--- config.mk ---
export PLATFORM = sky130hd
export DESIGN_NAME = matmul_microsequencer
export DESIGN_NICKNAME = d
export VERILOG_FILES = /design/src/rtl/matmul_microsequencer.sv
export SDC_FILE = /design/constraint.sdc
export NUM_CORES = 1
export LEC_CHECK = 0
export BUFFER_PORTS_ARGS = -buffer_cell sky130_fd_sc_hd__buf_2
export CORE_MARGIN = 2
export CORE_UTILIZATION = 48
export CTS_CLUSTER_SIZE = 24
export DETAILED_ROUTE_END_ITERATION = 10
export HOLD_SLACK_MARGIN = 0.06
export MAX_ROUTING_LAYER = met4
export PLACE_DENSITY = 0.87
export SLEW_MARGIN = 40
export SYNTH_ARGS = -nofsm -noshare
export SYNTH_HDL_FRONTEND = slang
export SYNTH_SLANG_ARGS = --single-unit
--- constraint.sdc ---
create_clock -name clk -period 2.47 [get_ports clk]
set_input_delay 0.247 -clock clk [delete_from_list [all_inputs] [get_ports clk]]
set_output_delay 0.247 -clock clk [all_outputs]
set_load 0.05 [all_outputs]
--- src/rtl/matmul_microsequencer.sv ---
// Microcoded fetch/decode/execute sequencer driving lock-stepped matmul cores.
// state   | meaning
// IDLE    | waiting for start, all strobes low
// FETCH1  | instruction read at PC
// FETCH2  | latch instruction, advance PC
// DECODE  | settle decode of IR
// EXEC1   | first execute step of the opcode
// EXEC2   | second memory step (LDAC load / STAC write recovery)
// HALT    | one-cycle done pulse before returning to IDLE
module matmul_microsequencer #(
  parameter int INSTR_W   = 16,
  parameter int NUM_CORES = 4,
  parameter int Z_MODE    = 0
) (
  input  logic                 clk,
  input  logic                 reset,
  input  logic                 start,
  input  logic [INSTR_W-1:0]   ir_in,
  input  logic [NUM_CORES-1:0] z,
  output logic [3:0]           reg_select,
  output logic                 mem_select,
  output logic [1:0]           alu_op,
  output logic                 read,
  output logic                 write,
  output logic                 inc_pc,
  output logic                 jump,
  output logic [INSTR_W-9:0]   jump_addr,
  output logic                 ac_write,
  output logic [1:0]           ac_src,
  output logic                 reg_write,
  output logic                 inc_ac,
  output logic                 inc_tp1,
  output logic                 inc_tp2,
  output logic                 reset_ac,
  output logic                 busy,
  output logic                 done
);

  typedef enum logic [2:0] {
    S_IDLE   = 3'd0,
    S_FETCH1 = 3'd1,
    S_FETCH2 = 3'd2,
    S_DECODE = 3'd3,
    S_EXEC1  = 3'd4,
    S_EXEC2  = 3'd5,
    S_HALT   = 3'd6
  } state_t;

  localparam logic [3:0] OP_LDAC   = 4'd1;
  localparam logic [3:0] OP_STAC   = 4'd2;
  localparam logic [3:0] OP_MVAC   = 4'd3;
  localparam logic [3:0] OP_MVR    = 4'd4;
  localparam logic [3:0] OP_ADD    = 4'd5;
  localparam logic [3:0] OP_SUB    = 4'd6;
  localparam logic [3:0] OP_MUL    = 4'd7;
  localparam logic [3:0] OP_INCAC  = 4'd8;
  localparam logic [3:0] OP_INCTP1 = 4'd9;
  localparam logic [3:0] OP_INCTP2 = 4'd10;
  localparam logic [3:0] OP_RSTAC  = 4'd11;
  localparam logic [3:0] OP_JPNZ   = 4'd12;
  localparam logic [3:0] OP_ENDOP  = 4'd15;

  state_t               r_state;
  state_t               w_next;
  logic [INSTR_W-1:0]   r_ir;
  logic [3:0]           w_op;
  logic                 w_zred;

  assign w_op   = r_ir[3:0];
  assign w_zred = (Z_MODE == 0) ? (&z) : (|z);

  always_ff @(posedge clk) begin
    if (reset) begin
      r_state <= S_IDLE;
      r_ir    <= '0;
    end else begin
      r_state <= w_next;
      if (r_state == S_FETCH2) r_ir <= ir_in;
    end
  end

  always_comb begin
    w_next     = r_state;
    reg_select = 4'd0;
    mem_select = 1'b0;
    alu_op     = 2'd0;
    read       = 1'b0;
    write      = 1'b0;
    inc_pc     = 1'b0;
    jump       = 1'b0;
    jump_addr  = '0;
    ac_write   = 1'b0;
    ac_src     = 2'd0;
    reg_write  = 1'b0;
    inc_ac     = 1'b0;
    inc_tp1    = 1'b0;
    inc_tp2    = 1'b0;
    reset_ac   = 1'b0;
    busy       = (r_state != S_IDLE);
    done       = 1'b0;

    case (r_state)
      S_IDLE: begin
        if (start) w_next = S_FETCH1;
      end
      S_FETCH1: begin
        read   = 1'b1;
        w_next = S_FETCH2;
      end
      S_FETCH2: begin
        inc_pc = 1'b1;
        w_next = S_DECODE;
      end
      S_DECODE: begin
        w_next = S_EXEC1;
      end
      S_EXEC1: begin
        w_next = S_FETCH1;
        case (w_op)
          OP_LDAC: begin
            read       = 1'b1;
            mem_select = 1'b1;
            w_next     = S_EXEC2;
          end
          OP_STAC: begin
            write      = 1'b1;
            mem_select = 1'b1;
            w_next     = S_EXEC2;
          end
          OP_MVAC: begin
            reg_select = r_ir[7:4];
            reg_write  = 1'b1;
          end
          OP_MVR: begin
            reg_select = r_ir[7:4];
            ac_write   = 1'b1;
            ac_src     = 2'd1;
          end
          OP_ADD: begin
            ac_write = 1'b1;
            ac_src   = 2'd2;
            alu_op   = 2'd1;
          end
          OP_SUB: begin
            ac_write = 1'b1;
            ac_src   = 2'd2;
            alu_op   = 2'd2;
          end
          OP_MUL: begin
            ac_write = 1'b1;
            ac_src   = 2'd2;
            alu_op   = 2'd3;
          end
          OP_INCAC:  inc_ac   = 1'b1;
          OP_INCTP1: inc_tp1  = 1'b1;
          OP_INCTP2: inc_tp2  = 1'b1;
          OP_RSTAC:  reset_ac = 1'b1;
          OP_JPNZ: begin
            // z is only looked at here; the PC load is taken when the reduction is false
            jump_addr = r_ir[INSTR_W-1:8];
            jump      = ~w_zred;
          end
          OP_ENDOP:  w_next = S_HALT;
          default: ;
        endcase
      end
      S_EXEC2: begin
        if (w_op == OP_LDAC) begin
          ac_write = 1'b1;
          ac_src   = 2'd0;
        end
        w_next = S_FETCH1;
      end
      S_HALT: begin
        done   = 1'b1;
        w_next = S_IDLE;
      end
      default: w_next = S_IDLE;
    endcase
  end

endmodule

==> qor.yml <==
worstPathRequired_ns: 2.22
die_h_um: 51.3
htreeDepth: 1
clk_path_buf_depth: 2
yosysTopAreaCell: "dfxtp_1"
netlist_area_mm2: 0.00107
cp-end-kind: "output port"
multi_input_area_um2: 608
max_cap_violations: 0
cts-root-buf: "clkbuf_4"
finClkSkew_ns: 0.000762
most-common-layout-cells: "51 x buf_2, 36 x nand2_1, 18 x a21oi_1, 18 x dfxtp_1, 12 x and2_1"
n_fill_cell: 214
cp-startpoint: "r_state[2]"
avgSynthCellArea_um2: 7.51
hold_class: "in2reg"
routed_via_density: 5.12
drt-initial-drc-count: 14
die-area_mm2: 0.00263
dr.pass1.iters: 4
synth_edf_count: 0
die_w_um: 51.3
diodes: 0
grt_use_total_pct: 19.1
ys_seq_elements: 19
min_from: "ir_in[2]"
relSlewSlack_pct: 72.6
rows: 17
wl_mm: 2.41
register_area_um2: 382
vdd_drop_max_uv: 312
overflow: 0
grt_first_pass_wirelength_mm: 3.77
ioPinCount: 52
start_util_pct: 49.5
synth_nets: 166
dp_hpwl_mm: 1.85
leakagePower_nw: 0.589
grt_max_degree: 18
drive_gt1_share_pct: 33.2
fin_crit_sh_pct: 92.2
netlist_top_cells_area: "dfxtp_1 35%, nand2_1 13%, a21oi_1 8.4%"
yosysTopAreaCellShare_pct: 35.4
clock_latency_ns: 0.29
wire_per_inst_um: 11.2
cts_sinks: 19
worst-path-max-fanout: 11
syn_to_final_growth_pct: 23.9
yosysUniqueCellTypes: 38
p_total_mw: 0.620
antenna_found_initial: 0
layout.nets: 211
clk_pin_slew_ns: 0.10
drv_slew: 0
postSynth.asyncResetShare_pct: 0
worst_pin_slew_ns: 0.410
rsz0062_at_grt: "false"
arrival_ns: 2.03
seq_area_frac_synth_pct: 35.4
grt_pass1_vias: 883
hold_viol_final: 0
numPortBuffers: 51
status: "complete, no violations"
synth_warnings: 0
final_common_cell: "buf_2"
cts_made_buffers: 3
postCtsSetupRepairBufs: 0
finalSetupViolations: 0
finalSetupTns_ns: 0
power_density_mw_per_mm2: 466
syn_inst: 143
dr_total_vias: 1101
routabilityCongestion: 0.791
crit-reg2reg-launch: "r_state[1]"
core_area_mm2: 0.00217
max_freq_ghz: 0.439
start_kind: "flip-flop"
crit_type: "reg2out"
ant_nets: 0
drc_errors: 0
synthFlopType: "dfxtp_1"
cts_tree: "yes"
period_needed_ns: 2.28
## worst max-delay path: stages (launching register included)
cell	delay [ns]
dfxtp_1	0.51
nor3b_1	0.37
and4_1	0.41
and2_1	0.18
buf_2	0.26
## cells in the mapped netlist, drive strengths merged (2+ instances only)
master	n
and3	3
a21oi	18
nand2b	3
nor2	8
nor3b	2
nand4	2
nor4b	2
inv	3
nor3	3
and2	12
or3b	3
dfxtp	19
buf	8
nand2	36
clkbuf	4
nand3b	2
## per-layer routing
metal  GRT usage (%)  wire [um]  vias up
met5               -          0        -
met4            6.58         39        0
met3            1.75        173        6
met2            31.8       1160       47
met1            24.2       1040      478
li1                -          -      570
## metrics by stage
step,area (um2),util [%],worst slack [ns],cells,hold slack [ns]
after floorplan,1080,-,0.262,143,0.383
after global placement,1300,60.0,0.558,211,0.439
after detailed placement,1300,60.0,0.478,211,0.445
after CTS,1330,61.2,0.149,215,0.176
after global routing,1330,61.3,0.0372,215,0.175
final,1330,61.3,0.192,215,0.178
## area by class of cell
type	count	share of cell area, %
tap	28	2.63
sequential	19	28.7
clock buffer	4	1.98
timing repair buffer	52	19.8
multi-input combinational	109	45.7
inverter	3	1.22
## sequential cells by signal, indices dropped and copies added, names as in the netlist
name     count
r_ir        16
r_state      3
## logic make-up after synthesis
family                 after synthesis  share of synthesized area [%]
buffers and inverters               15                           8.51
AND/OR/NAND/NOR                     81                           40.2
flip-flops                          19                           35.4
AO/OA/AOI/OAI                       26                           14.1
multiplexers                         1                          0.932
XOR/XNOR                             1                          0.816
## path summary, 6_finish.rpt
| check | endpoint | slack [ns] | depth (start not counted) |
|---|---|---|---|
| setup / recovery | jump_addr[2] | 0.19 | 4 |
| hold / removal | r_ir[2] | 0.18 | 3 |
| setup reg to reg | r_ir[7] | 0.91 | 4 |
| hold reg to reg | r_ir[10] | 0.46 | 2 |
## what timing repair did
action / 4_1_cts / 5_1_grt
hold buffers: 0 / 0
resized for setup: 0 / 1
endpoints found under the hold margin: 0 / 0
endpoints found under the setup margin: 0 / 3
## where the power goes
| group | total, mW | switching (mW) | internal (mW) |
|---|---|---|---|
| clock | 0.153 | 0.0903 | 0.0629 |
| sequential | 0.349 | 0.0253 | 0.323 |
| combinational | 0.118 | 0.0709 | 0.0469 |
| total | 0.620 | 0.186 | 0.433 |
Note: power is estimated with default switching activity, not from simulation.
